$ cat config.mk
export PLATFORM = sky130hd
export DESIGN_NAME = md_ctrl_flat
export DESIGN_NICKNAME = d
export VERILOG_FILES = /design/src/rtl/md_pkg.sv /design/src/rtl/md_ctrl_if.sv /design/src/rtl/md_cnt.sv /design/src/rtl/md_ctrl.sv /design/src/flat_wrapper.sv
export SDC_FILE = /design/constraint.sdc
export NUM_CORES = 1
export LEC_CHECK = 0
export ABC_AREA = 1
export CAP_MARGIN = 10
export CORE_MARGIN = 10
export CORE_UTILIZATION = 43
export DETAILED_ROUTE_END_ITERATION = 6
export PLACE_DENSITY = 0.72
export SYNTH_ARGS = -nofsm -noshare
export SYNTH_HDL_FRONTEND = slang
export SYNTH_HIERARCHICAL = 1
export SYNTH_SLANG_ARGS = --single-unit
$ cat constraint.sdc
create_clock -name clk -period 1.4 [get_ports clk]
set_input_delay 0.28 -clock clk [delete_from_list [all_inputs] [get_ports clk]]
set_output_delay 0.28 -clock clk [all_outputs]
set_load 0.01 [all_outputs]
$ cat src/rtl/md_pkg.sv
// Shared definitions for the MIPS32 multiply/divide sequencer: op encodings,
// FSM state encoding, default latencies and op-class helpers.
package md_pkg;

  typedef enum logic [2:0] {
    MD_NONE  = 3'b000,
    MD_MULT  = 3'b001,
    MD_MULTU = 3'b010,
    MD_DIV   = 3'b011,
    MD_DIVU  = 3'b100,
    MD_MTHI  = 3'b101,
    MD_MTLO  = 3'b110,
    MD_RSVD  = 3'b111
  } md_op_e;

  typedef enum logic {
    ST_IDLE = 1'b0,
    ST_BUSY = 1'b1
  } md_state_e;

  localparam int MD_MULT_CYCLES = 5;
  localparam int MD_DIV_CYCLES  = 32;
  localparam int MD_CNT_W       = 6;

  // Ops that occupy the multi-cycle datapath
  function automatic logic is_md_op(input md_op_e op);
    logic r;
    case (op)
      MD_MULT, MD_MULTU, MD_DIV, MD_DIVU: r = 1'b1;
      default:                            r = 1'b0;
    endcase
    return r;
  endfunction

  function automatic logic is_div_op(input md_op_e op);
    logic r;
    case (op)
      MD_DIV, MD_DIVU: r = 1'b1;
      default:         r = 1'b0;
    endcase
    return r;
  endfunction

  function automatic logic is_signed_op(input md_op_e op);
    logic r;
    case (op)
      MD_MULT, MD_DIV: r = 1'b1;
      default:         r = 1'b0;
    endcase
    return r;
  endfunction

  // Any op that must wait for the unit; MD_RSVD behaves like MD_NONE
  function automatic logic is_active_op(input md_op_e op);
    logic r;
    case (op)
      MD_NONE, MD_RSVD: r = 1'b0;
      default:          r = 1'b1;
    endcase
    return r;
  endfunction

endpackage

$ cat src/rtl/md_ctrl_if.sv
// E-stage <-> mul/div sequencer signal bundle. The pipeline side is master,
// the sequencer is slave.
interface md_ctrl_if;
  logic       E_valid;
  logic [2:0] md_op_E;
  logic       hilo_read_E;
  logic       flush;
  logic       stall_E;
  logic       md_start;
  logic       md_is_div;
  logic       md_signed;
  logic       md_abort;
  logic [1:0] hilo_we;
  logic       busy;

  modport master (
    output E_valid, md_op_E, hilo_read_E, flush,
    input  stall_E, md_start, md_is_div, md_signed, md_abort, hilo_we, busy
  );

  modport slave (
    input  E_valid, md_op_E, hilo_read_E, flush,
    output stall_E, md_start, md_is_div, md_signed, md_abort, hilo_we, busy
  );
endinterface

$ cat src/rtl/md_cnt.sv
// Loadable down-counter with saturating decrement and zero flag, tracking
// the remaining busy cycles of the mul/div datapath.
module md_cnt #(
  parameter int CNT_W = 6
) (
  input  logic             clk,
  input  logic             resetn,
  input  logic             load,
  input  logic [CNT_W-1:0] load_val,
  input  logic             dec,
  output logic             zero
);

  logic [CNT_W-1:0] cnt_r;

  // Load has priority; decrement saturates at zero
  always_ff @(posedge clk or negedge resetn) begin
    if (!resetn) begin
      cnt_r <= {CNT_W{1'b0}};
    end else if (load) begin
      cnt_r <= load_val;
    end else if (dec && (cnt_r != {CNT_W{1'b0}})) begin
      cnt_r <= cnt_r - {{(CNT_W-1){1'b0}}, 1'b1};
    end else begin
      cnt_r <= cnt_r;
    end
  end

  assign zero = (cnt_r == {CNT_W{1'b0}});

endmodule

$ cat src/rtl/md_ctrl.sv
// Multiply/divide sequencer: starts the external datapath, counts its latency,
// raises HI/LO write enables and freezes F/D/E while the unit is busy.
module md_ctrl
  import md_pkg::*;
#(
  parameter int MULT_CYCLES = MD_MULT_CYCLES,
  parameter int DIV_CYCLES  = MD_DIV_CYCLES,
  parameter int CNT_W       = MD_CNT_W
) (
  input  logic       clk,
  input  logic       resetn,
  md_ctrl_if.slave   bus
);

  localparam logic [CNT_W-1:0] MULT_LOAD = CNT_W'(MULT_CYCLES - 1);
  localparam logic [CNT_W-1:0] DIV_LOAD  = CNT_W'(DIV_CYCLES - 1);

  md_state_e        state_r;
  logic             start_r;
  logic             is_div_r;
  logic             signed_r;
  md_op_e           op_s;
  logic             accept_s;
  logic             done_s;
  logic             abort_s;
  logic             stall_s;
  logic [1:0]       we_s;
  logic             zero_s;
  logic             dec_s;
  logic [CNT_W-1:0] load_val_s;

  assign op_s = md_op_e'(bus.md_op_E);

  // Next-step decode; flush overrides both acceptance and completion
  always_comb begin
    accept_s   = 1'b0;
    done_s     = 1'b0;
    abort_s    = 1'b0;
    stall_s    = 1'b0;
    we_s       = 2'b00;
    dec_s      = 1'b0;
    load_val_s = is_div_op(op_s) ? DIV_LOAD : MULT_LOAD;
    if (state_r == ST_IDLE) begin
      accept_s = bus.E_valid && is_md_op(op_s) && !bus.flush;
      if (bus.E_valid && !bus.flush && (op_s == MD_MTHI)) begin
        we_s = 2'b10;
      end else if (bus.E_valid && !bus.flush && (op_s == MD_MTLO)) begin
        we_s = 2'b01;
      end else begin
        we_s = 2'b00;
      end
    end else begin
      abort_s = bus.flush;
      done_s  = zero_s && !bus.flush;
      dec_s   = !bus.flush;
      stall_s = bus.E_valid && (is_active_op(op_s) || bus.hilo_read_E) && !bus.flush;
      we_s    = done_s ? 2'b11 : 2'b00;
    end
  end

  md_cnt #(.CNT_W(CNT_W)) u_cnt (
    .clk      (clk),
    .resetn   (resetn),
    .load     (accept_s),
    .load_val (load_val_s),
    .dec      (dec_s),
    .zero     (zero_s)
  );

  // Sequencer FSM with registered start pulse and latched op class
  always_ff @(posedge clk or negedge resetn) begin
    if (!resetn) begin
      state_r  <= ST_IDLE;
      start_r  <= 1'b0;
      is_div_r <= 1'b0;
      signed_r <= 1'b0;
    end else begin
      start_r <= accept_s;
      case (state_r)
        ST_IDLE: begin
          if (accept_s) begin
            state_r  <= ST_BUSY;
            is_div_r <= is_div_op(op_s);
            signed_r <= is_signed_op(op_s);
          end else begin
            state_r  <= ST_IDLE;
          end
        end
        ST_BUSY: begin
          if (bus.flush || zero_s) begin
            state_r  <= ST_IDLE;
            is_div_r <= 1'b0;
            signed_r <= 1'b0;
          end else begin
            state_r  <= ST_BUSY;
          end
        end
        default: begin
          state_r  <= ST_IDLE;
          is_div_r <= 1'b0;
          signed_r <= 1'b0;
        end
      endcase
    end
  end

  assign bus.stall_E   = stall_s;
  assign bus.md_start  = start_r;
  assign bus.md_is_div = is_div_r;
  assign bus.md_signed = signed_r;
  assign bus.md_abort  = abort_s;
  assign bus.hilo_we   = we_s;
  assign bus.busy      = (state_r == ST_BUSY);

endmodule

$ cat src/flat_wrapper.sv
// flat-port wrapper written by rule: the top's interface ports become plain ports
module md_ctrl_flat import md_pkg::*;
#(
  parameter int MULT_CYCLES = MD_MULT_CYCLES,
  parameter int DIV_CYCLES  = MD_DIV_CYCLES,
  parameter int CNT_W       = MD_CNT_W
)
  (clk, resetn, bus_E_valid, bus_md_op_E, bus_hilo_read_E, bus_flush, bus_stall_E, bus_md_start, bus_md_is_div, bus_md_signed, bus_md_abort, bus_hilo_we, bus_busy);
  md_ctrl_if bus_i ();
  input  logic clk;
  input  logic resetn;
  input wire logic [$bits(bus_i.E_valid)-1:0] bus_E_valid;
  input wire logic [$bits(bus_i.md_op_E)-1:0] bus_md_op_E;
  input wire logic [$bits(bus_i.hilo_read_E)-1:0] bus_hilo_read_E;
  input wire logic [$bits(bus_i.flush)-1:0] bus_flush;
  output wire logic [$bits(bus_i.stall_E)-1:0] bus_stall_E;
  output wire logic [$bits(bus_i.md_start)-1:0] bus_md_start;
  output wire logic [$bits(bus_i.md_is_div)-1:0] bus_md_is_div;
  output wire logic [$bits(bus_i.md_signed)-1:0] bus_md_signed;
  output wire logic [$bits(bus_i.md_abort)-1:0] bus_md_abort;
  output wire logic [$bits(bus_i.hilo_we)-1:0] bus_hilo_we;
  output wire logic [$bits(bus_i.busy)-1:0] bus_busy;
  assign bus_i.E_valid = bus_E_valid;
  assign bus_i.md_op_E = bus_md_op_E;
  assign bus_i.hilo_read_E = bus_hilo_read_E;
  assign bus_i.flush = bus_flush;
  assign bus_stall_E = bus_i.stall_E;
  assign bus_md_start = bus_i.md_start;
  assign bus_md_is_div = bus_i.md_is_div;
  assign bus_md_signed = bus_i.md_signed;
  assign bus_md_abort = bus_i.md_abort;
  assign bus_hilo_we = bus_i.hilo_we;
  assign bus_busy = bus_i.busy;
  md_ctrl #(.MULT_CYCLES(MULT_CYCLES), .DIV_CYCLES(DIV_CYCLES), .CNT_W(CNT_W)) u_core (.clk(clk), .resetn(resetn), .bus(bus_i));
endmodule
======== Word level (Yosys, flattened, before mapping) ========
Cells that the tools add are included.
cells by class
  bitwise logic cells ..................... 1
  muxes and demuxes ....................... 25
  equality and inequality tests ........... 9
  $add $sub $neg .......................... 1
  reductions and logical operators ........ 21
operators with widths
  kind                 count
  $mux 1               16
  $eq 3x3->1 const B   4
  $mux 6               2
  $logic_and 1x1->1    9
  $eq 3x2->1 const B   2
  $logic_not 6->1      1
  $mux 2               3
  $pmux 1 s2           3
  $reduce_bool 6->1    1
  $reduce_or 2->1      3
  $sub 6x1->6 const B  1
  $mux 5               1
  $reduce_or 4->1      1
  $eq 3x1->1 const B   1
  $logic_not 3->1      1
  $logic_or 1x1->1     2
  $ne 2x1->1 const B   1
  $ne 2x2->1 const B   1
  $reduce_and 2->1     1
  $reduce_bool 2->1    1
  $logic_not 1->1      1
  $not 1->1            1
storage, ports and cells
  word-level logic and storage cells ...... 62
  output and inout port bits .............. 8
  input port bits ......................... 8
  flip-flop bits (word level) ............. 10

======== Logic depth before layout (Yosys ltp) ========
  depth after elaboration ................. 9
  depth in mapped cells ................... 10
  gate-level depth less buffers ........... 9

======== Modules after synthesis ========
Netlist, hierarchy kept.
by module, submodules not included
  module   instances  cells an instance  area each (sq um)
  md_cnt   1          55                 425.4
  md_ctrl  1          45                 296.5

======== Worst setup path after synthesis ========
Ideal clock, no wire load.
  kind .................................... register to register
  from .................................... reg u_core.state_r (netlist: u_core/bus.busy)
  to ...................................... reg u_core.u_cnt.cnt_r[4]
  cell stages (with the launch flop) ...... 8
  slack ................................... 0.029 ns
  data arrival time ....................... 1.246 ns
  data required time ...................... 1.276 ns
  setup time .............................. 0.124 ns
  cell sequence ........................... dfrtp_1 -> nor2_4 -> inv_2 -> nor2_4 -> buf_2 -> inv_1 -> nand3_1 -> nand3_1
between the ends
  elaborated cells on any way between the ends .. 5
  classes of those cells .................. mux: 3; reduce/logical: 2
RTL lines
  what                                         line           text
  start, declared                              md_ctrl.sv:18  md_state_e state_r;
  start signal, assigned                       md_ctrl.sv:73  state_r <= ST_IDLE;
  start signal, assigned                       md_ctrl.sv:82  state_r <= ST_BUSY;
  start signal, assigned                       md_ctrl.sv:86  state_r <= ST_IDLE;
  $mux 1 (*)                                   md_ctrl.sv:43  if (state_r == ST_IDLE) begin
  named net u_core.accept_s                    md_ctrl.sv:23  logic accept_s;
  $mux 6 or $reduce_bool 2->1 (tied branches)  --
  end signal, assigned                         md_cnt.sv:19   cnt_r <= {CNT_W{1'b0}};
  end signal, assigned                         md_cnt.sv:21   cnt_r <= load_val;
  end signal, assigned                         md_cnt.sv:23   cnt_r <= cnt_r - {{(CNT_W-1){1'b0}}, 1'b1};
  end, declared                                md_cnt.sv:14   logic [CNT_W-1:0] cnt_r;
The timed path passes the listed nets; every way through them passes the cells marked *.
A chain may end at the register's enable or synchronous reset.

======== Worst setup path in the final report ========
  from .................................... reg u_core.u_cnt.cnt_r[0]
  to ...................................... out bus_hilo_we[0]
between the ends
  longest elaborated chain between the ends .. 4
RTL lines
  what                     line                text
  $logic_not 6->1          md_cnt.sv:29        assign zero = (cnt_r == {CNT_W{1'b0}});
  named net u_core.zero_s  md_ctrl.sv:28       logic zero_s;
  $logic_and 1x1->1        md_ctrl.sv:54       done_s = zero_s && !bus.flush;
  $mux 2                   md_ctrl.sv:57       we_s = done_s ? 2'b11 : 2'b00;
  $mux 2                   md_ctrl.sv:43
  end, declared            flat_wrapper.sv:21  output wire logic [$bits(bus_i.hilo_we)-1:0] bus_hilo_we;
The timed path passes the listed nets, and every way through them passes these cells.

==> metrics.txt <==
syn_area_per_cell=7.219 um2; CTS buffer count=3; gp weighted congestion=0.8661; Peak VDD IR=1.107 mV; crit-path max FO=2; Die Wd=60.98 um; Longest Clk Path Bufs=2; Routed WL=2.105 mm; core area=1541 um2; antenna-violating nets left=0; clk sink count=10; startpoint class of the critical path=flop; total track usage=11.99%; Fin Hold WS=0.3304 ns; final worst path period need=1.581 ns; setup ws final=-0.1806 ns; synthesized instance count=100; placed cell count=152; Final period util=112.9%; Initial Util=46.83%; DP HPWL=1.568 mm; row cnt=14; area leader, netlist=dfrtp_1; status=finished with violations; highest clock rate=0.6327 GHz; slowest CP cell=dfrtp_1; CP Cell Sequence=inv_2, ha_4, nand3_4, inv_2, nand2_2, nand2_1, buf_2; most frequent CP cell=inv_2; Vias=791; Mapped Area=721.9 um2; grt total ovfl=0; per-cell routed wire length=12.99 um; R2R Setup Slk=-0.11 ns; failing checks=setup timing; Syn-to-layout area delta=60.83%; Die ar.=3718 um2; sequential element share of the synthesized area=34.66%; I/O pin total=16; Die Height=60.98 um; remaining routing DRC violations=0; CTS clk-pin slew, worst paths=0.07 ns; Area contributors post-synth=dfrtp_1, nand2_1, nand3_1, inv_1, nor2_4; share of cells above drive strength 1=41.78%; CTS Root Cell=clkbuf_4; Crit. End Element=output pin; Crit path arrival time=1.30 ns; Seq cells post-synth=10; Setup CP Type=reg -> out; Total Power=0.001748 W; Yosys Warn Count=6; Netlist cell types=22; first-pass GRT wire length=3.415 mm; # diodes=0; power per cell area=1506 nW/um2; detailed-route vias per instance=4.883; Slew Viols, Final=0; worst hold path type=in -> async; post-route insts no fill=162; NumNets Final=158; TritonCTS clock tree=built; largest net degree at the start of global routing=11; vias in the first global route=782; largest stage delay on the critical path=0.40 ns; most common cell after layout, fill and taps aside=buf_4; Synth top area share=34.66%; post-route setup TNS=-0.9014 ns; clk_lat worst skew=0.27 ns; initial antenna violation count=0; commonest cells after routing, fill and taps aside=buf_4, nand2_1, nand3_1; Pre-Repair DR Iteration Count=4; Net Count, Synth=110; Setup Viol. Count Final=8; Max-cap violations=0; Hold Vio Cnt, Final=0; RSZ-0062 raised after global routing=yes; Setup Skew=0.01517 ns; # H-tree levels=1; Worst EP required=1.12 ns; Iter 0 DRT Violations=35; leak pwr=0.6299 nW; Buffers on Ports=15
==> cells by family (layout without fill, tap and decap cells) <==
kind of cell,Yosys count,count (layout),share of synthesized area [%]
other,2,2,1.040
buffers and inverters,13,59,6.933
and+or+nand+nor,62,62,43.33
AOI/OAI and AO/OA,8,8,6.931
xor gates and xnor gates,3,3,3.640
adders and majority gates,2,2,3.466
DFF,10,10,34.66
==> worst max-delay path, delay by kind of cell, from the launching register on <==
kind | cells | cell delay (ns)
DFF | 1 | 0.40
buffers and inverters | 3 | 0.29
and+or+nand+nor | 3 | 0.21
adders and majority gates | 1 | 0.14
==> layout make-up <==
| type | count | area, um2 |
|---|---|---|
| Timing Repair Buffer | 44 | 344.1 |
| Fill cell | 123 | 380.4 |
| Tap cell | 16 | 20.02 |
| Multi-Input combinational cell | 77 | 479.2 |
| Clock buffer | 3 | 22.52 |
| Sequential cell | 10 | 250.2 |
| Inverter | 12 | 45.04 |
==> synth_stat cells (all sizes together) <==
cell type / number
a21oi: 1
buf: 1
conb: 2
dfrtp: 10
ha: 2
inv: 12
nand2: 32
nand3: 18
nand4: 1
nor2: 11
o21ai: 6
o31ai: 1
xnor2: 2
xor2: 1
==> metrics by stage <==
| stage | setup WS, ns | cell area [um2] | utilization [%] |
|---|---|---|---|
| 2_1_floorplan | 0.02930 | 721.9 | - |
| 3_3_place_gp | -0.5520 | 1052 | 68.26 |
| 3_5_place_dp | -0.5741 | 1052 | 68.26 |
| 4_1_cts | -0.1603 | 1109 | 71.92 |
| 5_1_grt | -0.2683 | 1161 | 75.32 |
| 6_report | -0.1806 | 1161 | 75.32 |
==> metal layers <==
layer	vias up	share of wire, %	routed length [um]	track usage, %
met5	-	0	0	0
met2	16	52	1094	18.34
li1	412	-	-	-
met1	359	43	896	14.64
met3	4	5.0	105	5.637
met4	0	0.48	10	3.448
==> state kept, by name (all words and copies together), names as in the netlist <==
signal / flops
u_core/bus.busy: 1
u_core/u_cnt/cnt_r: 6
u_core/bus.md_start: 1
u_core/bus.md_is_div: 1
u_core/bus.md_signed: 1
==> final timing paths <==
| kind | endpoint | depth (start not counted) | from |
|---|---|---|---|
| worst min-delay path | u_core/u_cnt/cnt_r[0]$_DFFE_PN0P_ | 1 | resetn |
| min in group clk | u_core/bus.md_is_div$_DFFE_PN0P_ | 2 | u_core/bus.md_is_div$_DFFE_PN0P_ |
| worst min register to register | u_core/bus.md_is_div$_DFFE_PN0P_ | 2 | u_core/bus.md_is_div$_DFFE_PN0P_ |
| worst max register to register | u_core/u_cnt/cnt_r[5]$_DFFE_PN0P_ | 10 | u_core/u_cnt/cnt_r[0]$_DFFE_PN0P_ |
| max in group asynchronous | u_core/bus.md_is_div$_DFFE_PN0P_ | 1 | resetn |
| worst max-delay path | bus_hilo_we[0] | 7 | u_core/u_cnt/cnt_r[0]$_DFFE_PN0P_ |
==> power breakdown <==
group | switching [W] | leakage (nW) | internal (W)
combinational | 0.000557 | 0.487 | 0.000550
sequential | 0.0000628 | 0.129 | 0.000387
clock | 0.0000927 | 0.0138 | 0.0000988
total | 0.000713 | 0.630 | 0.00104
==> timing repair <==
item | in CTS | in global routing
gates resized for setup | 32 | 10
endpoints found under the setup margin | 16 | 12
pin swaps | 6 | 3
setup buffers | 5 | 2
hold buffers | 0 | 0
No activity file was read; power rests on OpenSTA's default activity.
